<file path="config.mk">
export PLATFORM = sky130hd
export DESIGN_NAME = bcd_digit_serializer_flat
export DESIGN_NICKNAME = d
export VERILOG_FILES = /design/src/rtl/bcd_pkg.sv /design/src/rtl/bcd_digit_serializer_if.sv /design/src/rtl/bcd_digit_check.sv /design/src/rtl/bcd_digit_serializer.sv /design/src/flat_wrapper.sv
export SDC_FILE = /design/constraint.sdc
export NUM_CORES = 1
export LEC_CHECK = 0
export BUFFER_PORTS_ARGS = -buffer_cell sky130_fd_sc_hd__buf_2
export CORE_ASPECT_RATIO = 0.8
export CORE_UTILIZATION = 52
export CTS_BUF_LIST = sky130_fd_sc_hd__clkbuf_8
export CTS_CLUSTER_SIZE = 10
export DETAILED_ROUTE_END_ITERATION = 8
export PLACE_DENSITY = 0.8
export SYNTH_ARGS = -nofsm -noshare
export SYNTH_HDL_FRONTEND = slang
export SYNTH_SLANG_ARGS = --single-unit
</file>
<file path="constraint.sdc">
create_clock -name clk -period 1.86 [get_ports clk]
set_clock_uncertainty 0.05 [all_clocks]
set_input_delay 0.186 -clock clk [delete_from_list [all_inputs] [get_ports clk]]
set_output_delay 0.186 -clock clk [all_outputs]
set_load 0.01 [all_outputs]
</file>
<file path="src/rtl/bcd_pkg.sv">
// rtl/bcd_pkg.sv - shared BCD widths, limits, FSM states and digit check
package bcd_pkg;

    localparam int DIGIT_W = 4;
    localparam logic [DIGIT_W-1:0] BCD_MAX = 4'd9;

    typedef enum logic {
        IDLE,
        SEND
    } state_t;

    function automatic logic is_bcd(input logic [DIGIT_W-1:0] nibble);
        return nibble <= BCD_MAX;
    endfunction

endpackage

</file>
<file path="src/rtl/bcd_digit_serializer_if.sv">
// rtl/bcd_digit_serializer_if.sv - word input and digit output streams of the serializer
interface bcd_digit_serializer_if #(
    parameter int DIGITS = 4
);

    logic                  in_valid;
    logic                  in_ready;
    logic [4*DIGITS-1:0]   in_bcd;
    logic                  out_valid;
    logic                  out_ready;
    logic [3:0]            out_digit;
    logic                  out_first;
    logic                  out_last;
    logic                  out_err;
    logic                  word_err;

    modport master (
        output in_valid, in_bcd, out_ready,
        input  in_ready, out_valid, out_digit, out_first, out_last, out_err, word_err
    );

    modport slave (
        input  in_valid, in_bcd, out_ready,
        output in_ready, out_valid, out_digit, out_first, out_last, out_err, word_err
    );

endinterface

</file>
<file path="src/rtl/bcd_digit_check.sv">
// rtl/bcd_digit_check.sv - flags a nibble that is not a legal BCD digit
module bcd_digit_check
    import bcd_pkg::*;
(
    input  logic [DIGIT_W-1:0] nibble,
    output logic               err
);

    assign err = !is_bcd(nibble);

endmodule

</file>
<file path="src/rtl/bcd_digit_serializer.sv">
// rtl/bcd_digit_serializer.sv - packed BCD word to one-digit-per-beat stream, MSD first
// unless BCD_SER_LSD_FIRST_EN is defined (then LSD first).
module bcd_digit_serializer
    import bcd_pkg::*;
#(
    parameter int DIGITS = 4
) (
    input  logic                    clk,
    input  logic                    rst,
    bcd_digit_serializer_if.slave   bus
);

    localparam int WORD_W = DIGIT_W * DIGITS;
    localparam int IDX_W  = (DIGITS > 1) ? $clog2(DIGITS) : 1;
    localparam logic [IDX_W-1:0] LAST_IDX = IDX_W'(DIGITS - 1);

    if (DIGITS < 2 || DIGITS > 8) begin : g_bad_digits
        $error("bcd_digit_serializer: DIGITS must be within 2..8");
    end

    state_t              state_q, state_d;
    logic [IDX_W-1:0]    idx_q, idx_d;
    logic [WORD_W-1:0]   shreg_q, shreg_d;
    logic                word_err_q, word_err_d;

    logic [DIGITS-1:0]   in_err;
    logic [DIGIT_W-1:0]  head;
    logic                head_err;
    logic                is_last;
    logic                capture;

    for (genvar k = 0; k < DIGITS; k++) begin : g_in_chk
        bcd_digit_check u_in_chk (
            .nibble (bus.in_bcd[DIGIT_W*k +: DIGIT_W]),
            .err    (in_err[k])
        );
    end

    // The digit on the wire always sits at the shift-out end of the register.
`ifdef BCD_SER_LSD_FIRST_EN
    assign head = shreg_q[DIGIT_W-1:0];
`else
    assign head = shreg_q[WORD_W-1 -: DIGIT_W];
`endif

    bcd_digit_check u_out_chk (
        .nibble (head),
        .err    (head_err)
    );

    assign is_last       = (idx_q == LAST_IDX);
    assign capture       = bus.in_valid && bus.in_ready;
    assign bus.out_digit = head;
    assign bus.word_err  = word_err_q;

    always_comb begin
        state_d       = state_q;
        idx_d         = idx_q;
        shreg_d       = shreg_q;
        word_err_d    = word_err_q;
        bus.in_ready  = 1'b0;
        bus.out_valid = 1'b0;
        bus.out_first = 1'b0;
        bus.out_last  = 1'b0;
        bus.out_err   = 1'b0;

        case (state_q)
            IDLE: begin
                bus.in_ready = 1'b1;
            end
            SEND: begin
                bus.out_valid = 1'b1;
                bus.out_first = (idx_q == '0);
                bus.out_last  = is_last;
                bus.out_err   = head_err;
                bus.in_ready  = bus.out_ready && is_last;
                if (bus.out_ready) begin
                    // Shifting on the last beat too leaves zeros behind in IDLE.
`ifdef BCD_SER_LSD_FIRST_EN
                    shreg_d = shreg_q >> DIGIT_W;
`else
                    shreg_d = shreg_q << DIGIT_W;
`endif
                    if (!is_last) begin
                        idx_d = idx_q + 1'b1;
                    end else begin
                        state_d = IDLE;
                        idx_d   = '0;
                    end
                end
            end
            default: begin
                state_d = IDLE;
            end
        endcase

        if (capture) begin
            shreg_d    = bus.in_bcd;
            idx_d      = '0;
            word_err_d = |in_err;
            state_d    = SEND;
        end
    end

    always_ff @(posedge clk) begin
        if (rst) begin
            state_q    <= IDLE;
            idx_q      <= '0;
            shreg_q    <= '0;
            word_err_q <= 1'b0;
        end else begin
            state_q    <= state_d;
            idx_q      <= idx_d;
            shreg_q    <= shreg_d;
            word_err_q <= word_err_d;
        end
    end

endmodule

</file>
<file path="src/flat_wrapper.sv">
// flat-port wrapper written by rule: the top's interface ports become plain ports
module bcd_digit_serializer_flat import bcd_pkg::*;
#(
    parameter int DIGITS = 4
)
  (clk, rst, bus_in_valid, bus_in_bcd, bus_out_ready, bus_in_ready, bus_out_valid, bus_out_digit, bus_out_first, bus_out_last, bus_out_err, bus_word_err);
  bcd_digit_serializer_if #(.DIGITS(DIGITS)) bus_i ();
  input  logic clk;
  input  logic rst;
  input wire logic [$bits(bus_i.in_valid)-1:0] bus_in_valid;
  input wire logic [$bits(bus_i.in_bcd)-1:0] bus_in_bcd;
  input wire logic [$bits(bus_i.out_ready)-1:0] bus_out_ready;
  output wire logic [$bits(bus_i.in_ready)-1:0] bus_in_ready;
  output wire logic [$bits(bus_i.out_valid)-1:0] bus_out_valid;
  output wire logic [$bits(bus_i.out_digit)-1:0] bus_out_digit;
  output wire logic [$bits(bus_i.out_first)-1:0] bus_out_first;
  output wire logic [$bits(bus_i.out_last)-1:0] bus_out_last;
  output wire logic [$bits(bus_i.out_err)-1:0] bus_out_err;
  output wire logic [$bits(bus_i.word_err)-1:0] bus_word_err;
  assign bus_i.in_valid = bus_in_valid;
  assign bus_i.in_bcd = bus_in_bcd;
  assign bus_i.out_ready = bus_out_ready;
  assign bus_in_ready = bus_i.in_ready;
  assign bus_out_valid = bus_i.out_valid;
  assign bus_out_digit = bus_i.out_digit;
  assign bus_out_first = bus_i.out_first;
  assign bus_out_last = bus_i.out_last;
  assign bus_out_err = bus_i.out_err;
  assign bus_word_err = bus_i.word_err;
  bcd_digit_serializer #(.DIGITS(DIGITS)) u_core (.clk(clk), .rst(rst), .bus(bus_i));
endmodule
</file>
; After elaboration in Yosys (flattened, before gate mapping)
; Index checks and enable logic that the tools add are counted.
[classes]
n_mux = 13
n_lt_le_gt_ge = 5
bitwise = 1
reduce_logical = 14
add_sub_neg = 1
eq_ne = 1
[ops]
columns = operator, n
row1 = $mux 16, 3
row2 = $le 4x4->1 const B, 5
row3 = $mux 1, 8
row4 = $logic_not 1->1, 5
row5 = $reduce_and 2->1, 2
row6 = $reduce_bool 2->1, 2
row7 = $reduce_or 4->1, 1
row8 = $add 2x1->2 const B, 1
row9 = $eq 2x2->1 const B, 1
row10 = $logic_and 1x1->1, 2
row11 = $logic_not 2->1, 1
row12 = $mux 2, 1
row13 = $pmux 1 s2, 1
row14 = $reduce_or 2->1, 1
row15 = $not 1->1, 1
[word_totals]
reg_bits = 20
inputBits = 20

; Logic depth before layout (Yosys ltp)
; Gate-level depths: netlist of run 1.
[depth]
word_depth = 6
ltp_mapped = 6

; Modules after synthesis
; Synthesis of run 1 repeated with hierarchy kept, for this count alone.
[hier_totals]
cells_unflattened = 119
hier_area_um2 = 1098.6
[modules_own_cells]
columns = mod, area_per_inst_um2, instances, cells_per_inst
row1 = bcd_digit_serializer, 1061.0, 1, 114
row2 = bcd_digit_check, 7.5, 5, 1

; Least setup slack after synthesis of run 1
; OpenSTA, ideal clock, no wires.
[synth_path]
path_type = reg-to-reg
from = register u_core.idx_q[0]
to = register u_core.shreg_q[2]
setup_time_ns = 0.128
period_less_slack_ns = 1.389
t_required_ns = 1.682
path_stages_with_launch = 7
t_arrival_ns = 1.211
path_slack_ns = 0.471
path_cell_list = dfxtp_1 -> ha_1 -> a21boi_4 -> inv_2 -> buf_6 -> a32oi_1 -> nor2_1
[synth_via]
elab_chain_len = 6
elab_cells_between_ends = 8
cone_classes = 1 x eq/ne / 2 x mux / 5 x reduce/logical
[synth_rtl]
columns = element, line
row1 = "start, declared", bcd_digit_serializer.sv:22  ; logic [IDX_W-1:0] idx_q, idx_d;
row2 = "start signal, assigned", bcd_digit_serializer.sv:113  ; idx_q <= idx_d;
row3 = $eq 2x2->1 (*), bcd_digit_serializer.sv:51  ; assign is_last = (idx_q == LAST_IDX);
row4 = $logic_and 1x1->1 (*), bcd_digit_serializer.sv:76  ; bus.in_ready = bus.out_ready && is_last;
row5 = $pmux 1 s2 (*), bcd_digit_serializer.sv:67  ; case (state_q)
row6 = via bus_in_ready, flat_wrapper.sv:13  ; output wire logic [$bits(bus_i.in_ready)-1:0] bus_in_ready;
row7 = $logic_and 1x1->1 (*), bcd_digit_serializer.sv:52  ; assign capture = bus.in_valid && bus.in_ready;
row8 = $reduce_bool 2->1 (no source line), -
row9 = $reduce_and 2->1 (no source line), -
row10 = "end signal, assigned", bcd_digit_serializer.sv:114  ; shreg_q <= shreg_d;
row11 = "end, declared", bcd_digit_serializer.sv:23  ; logic [WORD_W-1:0] shreg_q, shreg_d;
; The timed path passes the listed nets; every way through them passes the cells marked *.
; A chain may end at the register's enable or synchronous reset.

; Worst setup path in the final report of run 1
[layout_path]
from = register u_core.idx_q[0]
to = output port bus_in_ready
[layout_via]
elab_chain_len = 3
[layout_rtl]
columns = element, line
row1 = $eq 2x2->1, bcd_digit_serializer.sv:51
row2 = $logic_and 1x1->1, bcd_digit_serializer.sv:76
row3 = $pmux 1 s2, bcd_digit_serializer.sv:67
row4 = "end, declared", flat_wrapper.sv:13
; No other way between the ends.

==> results.cfg, run 1 <==
[pwr]
total_power_uw = 927
p_leak_uw = 0.000485
power_density_nw_per_um2 = 815
vdd_ir_drop_max_v = 0.000622

[routing]
dr_wl_met3_um = 98
viasPerCell = 5.84
wire_per_inst_um = 13.3
wl_um = 2100
drt_iter0_markers = 17
met2RoutedLength_um = 1020
firstDrtPassIters = 4
wl_met1_um = 976
drc = 0
top_layer = met4
ant_nets = 0
vias = 923

[clocking]
root_buffer = clkbuf_8
cts_resized = 0
clk_latency_ns = 0.26
post_cts_buffers = 0
cts_hold_buf = 0
clk_path_buf_depth = 2
numCtsBuffers = 3
clk_pin_slew_ns = 0.07
cts_tree = yes
clock_sinks = 20
cts_max_level = 1

[floorplanning]
die_height_um = 41.8
placementRows = 13
die_x_um = 51.7
start_util_pct = 59.0
io_pins = 30
core_area_sq_um = 1740
fp.dieArea_sq_um = 2160

[global_routing]
overflow = 0
antenna_found_initial = 0
grt_max_degree = 25
grt_pass1_vias = 752
grt_pass1_wl_um = 3370
grtUsageTotal_pct = 20.8

[setup_path]
slowest_delay_ns = 0.34
cp.arrival_ns = 1.47
path_max_fanout = 19
worst_path_dominant_cell_family = buffers and inverters
worstPathRequired_ns = 1.62
cp-start-kind = flip-flop
path_class = reg2out
cp_num_buf_inv = 2
cpMaxStageDelayCell = dfxtp_1
crit_path_end_kind = primary output
crit_chain = ha_1 > a21boi_4 > inv_2 > buf_2

[placed_design]
port_buffers = 29
gp_congestion = 0.774
dp.final_hpwl_um = 1460

[logic_synthesis]
yosys-top-cells-area = dfxtp_1 39%, a311oi_1 10%, nor2_1 6.2%, nand3_1 5.8%, buf_6 5.5%
yosysTopAreaCell = dfxtp_1
synth.distinct_cells = 28
synthCells = 116
synth_common_cells = 20 x dfxtp_1, 17 x nor2_1, 12 x a311oi_1, 12 x nand3_1, 8 x o21ai_0
yosysMostFrequentCell = dfxtp_1
ys_seq_area_share_pct = 39.0
synth_edf_count = 0
ys_seq_elements = 20
synth-warning-count = 0
syn-num-nets = 138
ys.flop_type = dfxtp_1
postSynth.asyncResetShare_pct = 0
avgSynthCellArea_sq_um = 8.86
synth_top_cell_area_share_pct = 39.0
syn_area_sq_um = 1030

[finish]
regArea_sq_um = 400
drive_gt1_share_pct = 27.9
n_fill_cell = 161
multiInputGateArea_sq_um = 500
antennaDiodeCount = 0
syn_to_final_growth_pct = 10.7
nNetsFinal = 160

[timing]
slew_headroom_pct = 68.3
rsz0062_at_grt = no
hold_viol_final = 0
fin_tns_setup_ns = 0
slew_violations = 0
fmax_ghz = 0.586
hold_ws_ns = 0.138
report.final.setup_viol = 0
min_period_over_period_pct = 91.8
worst_pin_slew_ns = 0.463
period_needed_ns = 1.71

[outcome]
status = complete, no violations

[job]
drv_cap = 0

[min_path]
min_path_type = in2reg
## per-stage QoR
step | cells | cell area (sq um) | utilization [%] | worst slack, ns
after global routing | 158 | 1140 | 65.3 | 0.0871
after CTS | 158 | 1140 | 65.3 | 0.156
after global placement | 155 | 1100 | 63.0 | 0.416
after floorplan | 116 | 1030 | - | 0.471
final | 158 | 1140 | 65.3 | 0.153
after detailed placement | 155 | 1100 | 63.0 | 0.313
## cells in the final DEF (no fill, tap or decap), types with 3 or more instances in the layout
| master | synthesis | routed |
|---|---|---|
| a311oi_1 | 12 | 12 |
| o21ai_1 | 7 | 7 |
| a32oi_1 | 4 | 4 |
| inv_1 | 3 | 3 |
| nand3_1 | 12 | 12 |
| o21ai_0 | 8 | 8 |
| a21oi_1 | 3 | 3 |
| clkbuf_8 | 0 | 3 |
| dfxtp_1 | 20 | 20 |
| buf_2 | 1 | 29 |
| nor2_1 | 17 | 17 |
## layout make-up
cell class / instances / share of cell area, %
tap: 22 / 2.42
clock buffer: 3 / 3.63
inverter: 4 / 1.32
sequential: 20 / 35.2
multi-input combinational: 79 / 44.0
timing repair buffer: 30 / 13.4
## flip-flops by register name, summed over array words and instances, names as in the netlist
signal	cells
u_core.shreg_q	16
u_core.state_q	1
u_core.bus.word_err	1
u_core.idx_q	2
## worst register-to-register path: cells and delay by family (launching register included)
family                     cells  cell delay [ns]
and+or+nand+nor                1             0.12
buffers and inverters          1             0.26
AOI/OAI and AO/OA              2             0.41
adders and majority gates      1             0.26
DFF                            1             0.37
## final timing paths
path / cells past startpoint / to / startpoint / slack [ns]
max: 4 / bus_in_ready / u_core.idx_q[0]$_SDFFE_PP0P_ / 0.15
min: 3 / u_core.shreg_q[0]$_SDFFE_PP0P_ / bus_in_bcd[0] / 0.14
max reg2reg: 5 / u_core.shreg_q[4]$_SDFFE_PP0P_ / u_core.idx_q[0]$_SDFFE_PP0P_ / 0.29
min reg2reg: 2 / u_core.shreg_q[2]$_SDFFE_PP0P_ / u_core.shreg_q[2]$_SDFFE_PP0P_ / 0.44
## routing by layer
layer  GRT usage, %  vias to the layer above
met1           27.1                      424
met2           32.2                       28
li1               -                      467
met4           6.49                        0
met3           6.59                        4
met5              0                        -
## power breakdown
| group | leakage (uW) | switching, uW | total (uW) | internal [uW] |
|---|---|---|---|---|
| Clock | 0.0000216 | 135 | 279 | 144 |
| Sequential | 0.000165 | 20.9 | 482 | 461 |
| Combinational | 0.000298 | 95.4 | 166 | 70.3 |
| Total | 0.000485 | 251 | 927 | 676 |
## kinds of logic (layout without fill, tap and decap cells)
kind of cell               Yosys count  count (layout)  share of synthesized area (%)
AOI/OAI and AO/OA                   38              38                           26.8
and+or+nand+nor                     36              36                           16.1
DFF                                 20              20                           39.0
buffers and inverters               17              37                           12.3
muxes                                3               3                           3.41
adders and majority gates            2               2                           2.44
Power figures use the tool's default switching activity.
==> run 2, diff against run 1 <==
- CORE_UTILIZATION: 52 -> 40
- PLACE_DENSITY: 0.8 -> default
==> run 2 against run 1 <==
Via count grew 0.98%. Critical path depth unchanged. Maximum frequency up 2.7%. Sequential cell count is the same. Combinational power up 3%. Cell count rose by 10%. Highest routed layer unchanged.
==> results.cfg, run 2 (same netlist as run 1, synthesis figures left out) <==
[floorplanning]
start_util_pct = 42.1
core_area_sq_um = 2440
die_x_um = 58.7
fp.dieArea_sq_um = 2780
io_pins = 30
die_height_um = 47.3
placementRows = 16

[clocking]
cts_tree = yes
clk_latency_ns = 0.26
clk_path_buf_depth = 2
numCtsBuffers = 3
cts_hold_buf = 0
clk_pin_slew_ns = 0.07
cts_max_level = 1
post_cts_buffers = 0
clock_sinks = 20
cts_resized = 0
root_buffer = clkbuf_8

[setup_path]
worst_path_dominant_cell_family = buffers and inverters
slowest_delay_ns = 0.38
path_class = reg2out
worstPathRequired_ns = 1.62
cpMaxStageDelayCell = dfxtp_1
crit_path_end_kind = primary output
path_max_fanout = 19
cp.arrival_ns = 1.43
cp_num_buf_inv = 2
cp-start-kind = flip-flop
r2r-start = u_core.idx_q[0]$_SDFFE_PP0P_
r2r_cells = 6
r2r-end = u_core.shreg_q[5]$_SDFFE_PP0P_
r2r_slack_ns = 0.27
crit_chain = ha_1 > a21boi_4 > inv_2 > buf_2

[finish]
largest_register_ffs = 16
layout.cells.most_common_list = 29 x buf_2, 20 x dfxtp_1, 17 x nor2_1
final_util_pct = 48.2
final_common_cell = buf_2
largest-register = u_core.shreg_q
syn_to_final_growth_pct = 14.5
reg_top3 = u_core.shreg_q: 16 flops, u_core.idx_q: 2 flops
drive_gt1_share_pct = 29.0
nNetsFinal = 161
antennaDiodeCount = 0

[timing]
fin_tns_setup_ns = 0
worst_pin_slew_ns = 0.455
slew_violations = 0
report.final.setup_viol = 0
period_needed_ns = 1.66
hold_ws_ns = 0.146
hold_viol_final = 0
fmax_ghz = 0.602
rsz0062_at_grt = no
slew_headroom_pct = 68.8
min_period_over_period_pct = 89.4

[global_routing]
overflow = 0
met1_usage_pct = 23.7
grt_pass1_wl_um = 3400
grt-busiest-layer = met2
antenna_found_initial = 0
grt_pass1_vias = 721
grtUsageTotal_pct = 17.3
grt_max_degree = 25
met3_usage_pct = 5.79
grtUsageMet2_pct = 25.7

[placed_design]
port_buffers = 29
gp_congestion = 0.750
dp.final_hpwl_um = 1600

[min_path]
min_to = u_core.shreg_q[2]$_SDFFE_PP0P_
hold_path.startpoint = bus_in_bcd[2]
min_path_cells = 3
min_path_type = in2reg

[routing]
viasPerCell = 5.36
wire_per_inst_um = 13.2
ant_nets = 0
wl_um = 2300
drc = 0
drt_iter0_markers = 28
firstDrtPassIters = 4
vias = 932

[outcome]
status = complete, no violations

[pwr]
vdd_ir_drop_max_v = 0.000466
power_density_nw_per_um2 = 841
p_leak_uw = 0.000497

[job]
drv_cap = 0
run 2: cell types whose count changed in the layout (fill, tap and decap cells not counted):
cell      before  now
buf_4          1    2
clkbuf_8       3    4
run 2: layout make-up:
type,instances,area [sq um]
clock buffer,4,55.1
timing repair buffer,31,160
tap,36,45.0
sequential,20,400
multi-input combinational,79,500
inverter,4,15.0
fill,265,1270
run 2: worst min-delay path: stages:
cell	delay, ns
buf_2	0.09
a32oi_1	0.08
nor2_1	0.07
run 2: worst max path at each step:
stage,startpoint,to,cells past startpoint
after global placement,u_core.idx_q[0]$_SDFFE_PP0P_,u_core.shreg_q[1]$_SDFFE_PP0P_,5
after detailed placement,u_core.idx_q[0]$_SDFFE_PP0P_,u_core.shreg_q[5]$_SDFFE_PP0P_,5
final,u_core.idx_q[0]$_SDFFE_PP0P_,bus_in_ready,4
after global routing,u_core.idx_q[0]$_SDFFE_PP0P_,bus_in_ready,4
after CTS,u_core.idx_q[0]$_SDFFE_PP0P_,bus_in_ready,4
after floorplan,u_core.idx_q[0]$_SDFFE_PP0P_,u_core.shreg_q[2]$_SDFFE_PP0P_,6
run 2: through the flow:
stage                     setup WS, ns  instance area (sq um)  std cells  total power (uW)
after CTS                       0.0369                   1170        173               989
final                            0.198                   1180        174               989
after global placement           0.333                   1110        169               657
after global routing             0.115                   1180        174              1040
after detailed placement         0.250                   1110        169               660
after floorplan                  0.471                   1030        116               624
run 2: routing by layer:
metal	part of all wire (%)	up-vias
li1	-	474
met1	49	421
met2	44	32
met3	5.8	5
met4	0.96	0
met5	0	-
run 2: where the power goes:
group	leakage, uW	internal [uW]	switching [uW]
clock network	0.0000288	189	147
logic	0.000303	72.1	98.6
registers	0.000165	461	21.4
total	0.000497	722	267
==> run 3, diff against run 2 <==
- CORE_ASPECT_RATIO: 0.8 -> 1.5
==> run 3 against run 2 <==
The run now ends with DRC left. Via count fell by 1.3%. Maximum frequency is 3.5% lower. Wire length decreased by 6.3%. Combinational power about the same. Largest power group unchanged. Total power fell by 0.43%. Die area increased by 0.11%. Utilization down 0.35 points. Sequential cell count unchanged. Critical path depth stayed put. Global-route usage shrank 0.11 points. Final area is 0.43% lower.
==> results.cfg, run 3 (same netlist as run 1, synthesis figures left out) <==
[global_routing]
overflow = 0
grt_pass1_vias = 811
grtUsageTotal_pct = 17.2
grt_pass1_wl_um = 3640
grt_max_degree = 25
antenna_found_initial = 0

[clocking]
clock_sinks = 20
numCtsBuffers = 3
cts_tree = yes
cts_max_level = 1
clk_path_buf_depth = 2
post_cts_buffers = 0
clk_latency_ns = 0.26
root_buffer = clkbuf_8
cts_hold_buf = 0
clk_pin_slew_ns = 0.07

[floorplanning]
die_height_um = 64.1
die_x_um = 43.4
start_util_pct = 41.9
placementRows = 22
fp.dieArea_sq_um = 2780
io_pins = 30
core_area_sq_um = 2450

[finish]
antennaDiodeCount = 0
largest_register_ffs = 16
largest-register = u_core.shreg_q
final_common_cell = buf_2
nNetsFinal = 162
final_util_pct = 47.8
syn_to_final_growth_pct = 14.0
drive_gt1_share_pct = 29.5
reg_top3 = u_core.shreg_q: 16 flops, u_core.idx_q: 2 flops
layout.cells.most_common_list = 29 x buf_2, 20 x dfxtp_1, 17 x nor2_1

[placed_design]
place_ws_ns = 0.295
dp.final_hpwl_um = 1590
port_buffers = 29
gp_congestion = 0.797

[setup_path]
path_max_fanout = 19
crit_path_end_kind = primary output
cpMaxStageDelayCell = dfxtp_1
r2r-start = u_core.idx_q[0]$_SDFFE_PP0P_
cp.depth = 4
worstPathRequired_ns = 1.62
cp.arrival_ns = 1.49
cp-start-kind = flip-flop
cp_num_buf_inv = 2
r2r-end = u_core.shreg_q[8]$_SDFFE_PP0P_
path_class = reg2out
slowest_delay_ns = 0.34
crit_chain = ha_1 > a21boi_4 > inv_4 > buf_2
worst_path_dominant_cell_family = flip-flops
r2r_cells = 5
r2r_slack_ns = 0.26

[timing]
period_needed_ns = 1.72
report.final.setup_viol = 0
worst_pin_slew_ns = 0.466
layout_setup_ws_ns = 0.138
hold_ws_ns = 0.139
hold_viol_final = 0
fin_tns_setup_ns = 0
fmax_ghz = 0.581
min_period_over_period_pct = 92.6
rsz0062_at_grt = no
slew_violations = 0
slew_headroom_pct = 68.1

[routing]
drt_iter0_markers = 34
viasPerCell = 5.64
wire_per_inst_um = 13.2
vias = 920
wl_um = 2160
firstDrtPassIters = 6
drc = 6
ant_nets = 0

[min_path]
min_path_cells = 3
hold_path.startpoint = bus_in_bcd[0]
min_path_type = in2reg
min_to = u_core.shreg_q[0]$_SDFFE_PP0P_

[outcome]
status = finished with violations
violations = DRC

[pwr]
power_density_nw_per_um2 = 841
p_leak_uw = 0.000502
vdd_ir_drop_max_v = 0.000473

[job]
drv_cap = 0
run 3: final cells by class:
cell class / count / area [sq um]
fill: 259 / 1280
multi-input combinational: 79 / 500
sequential: 20 / 400
timing repair buffer: 32 / 168
clock buffer: 4 / 55.1
tap: 24 / 30.0
inverter: 4 / 17.5
run 3: metrics by stage:
stage          total power (uW)  cell area (sq um)  cells
2_1_floorplan               624               1030    116
3_3_place_gp                661               1110    159
3_5_place_dp                663               1110    159
4_1_cts                     993               1170    163
5_1_grt                    1040               1170    163
6_report                    984               1170    163
run 3: worst max path at each step:
stage	from	endpoint	slack, ns
after floorplan	u_core.idx_q[0]$_SDFFE_PP0P_	u_core.shreg_q[2]$_SDFFE_PP0P_	0.47
after global placement	u_core.idx_q[0]$_SDFFE_PP0P_	u_core.shreg_q[8]$_SDFFE_PP0P_	0.39
after detailed placement	u_core.idx_q[0]$_SDFFE_PP0P_	u_core.shreg_q[8]$_SDFFE_PP0P_	0.30
after CTS	u_core.idx_q[0]$_SDFFE_PP0P_	bus_in_ready	0.1
after global routing	u_core.idx_q[0]$_SDFFE_PP0P_	bus_in_ready	0.06
final	u_core.idx_q[0]$_SDFFE_PP0P_	bus_in_ready	0.14
run 3: layer usage:
metal	vias to the layer above	part of all wire, %	global-route usage (%)
li1	475	-	-
met1	419	49	22.4
met2	22	45	26.9
met3	4	4.0	2.82
met4	0	1.8	8.20
met5	-	0	0
run 3: report_power, final:
part           internal (uW)  switching (uW)
Sequential               461            17.9
Combinational           74.0             100
Clock                    188             143
Total                    724             261
run 3: what timing repair did:
item / 4_1_cts / 5_1_grt
endpoints found under the hold margin: 0 / 0
endpoints found under the setup margin: 0 / 1
gates resized for setup: 0 / 2
run 3: tightest hold or removal path, delay by kind of cell:
kind,cells,cell delay [ns]
AO/OA/AOI/OAI,1,0.08
buffers and inverters,1,0.08
AND/OR/NAND/NOR,1,0.07
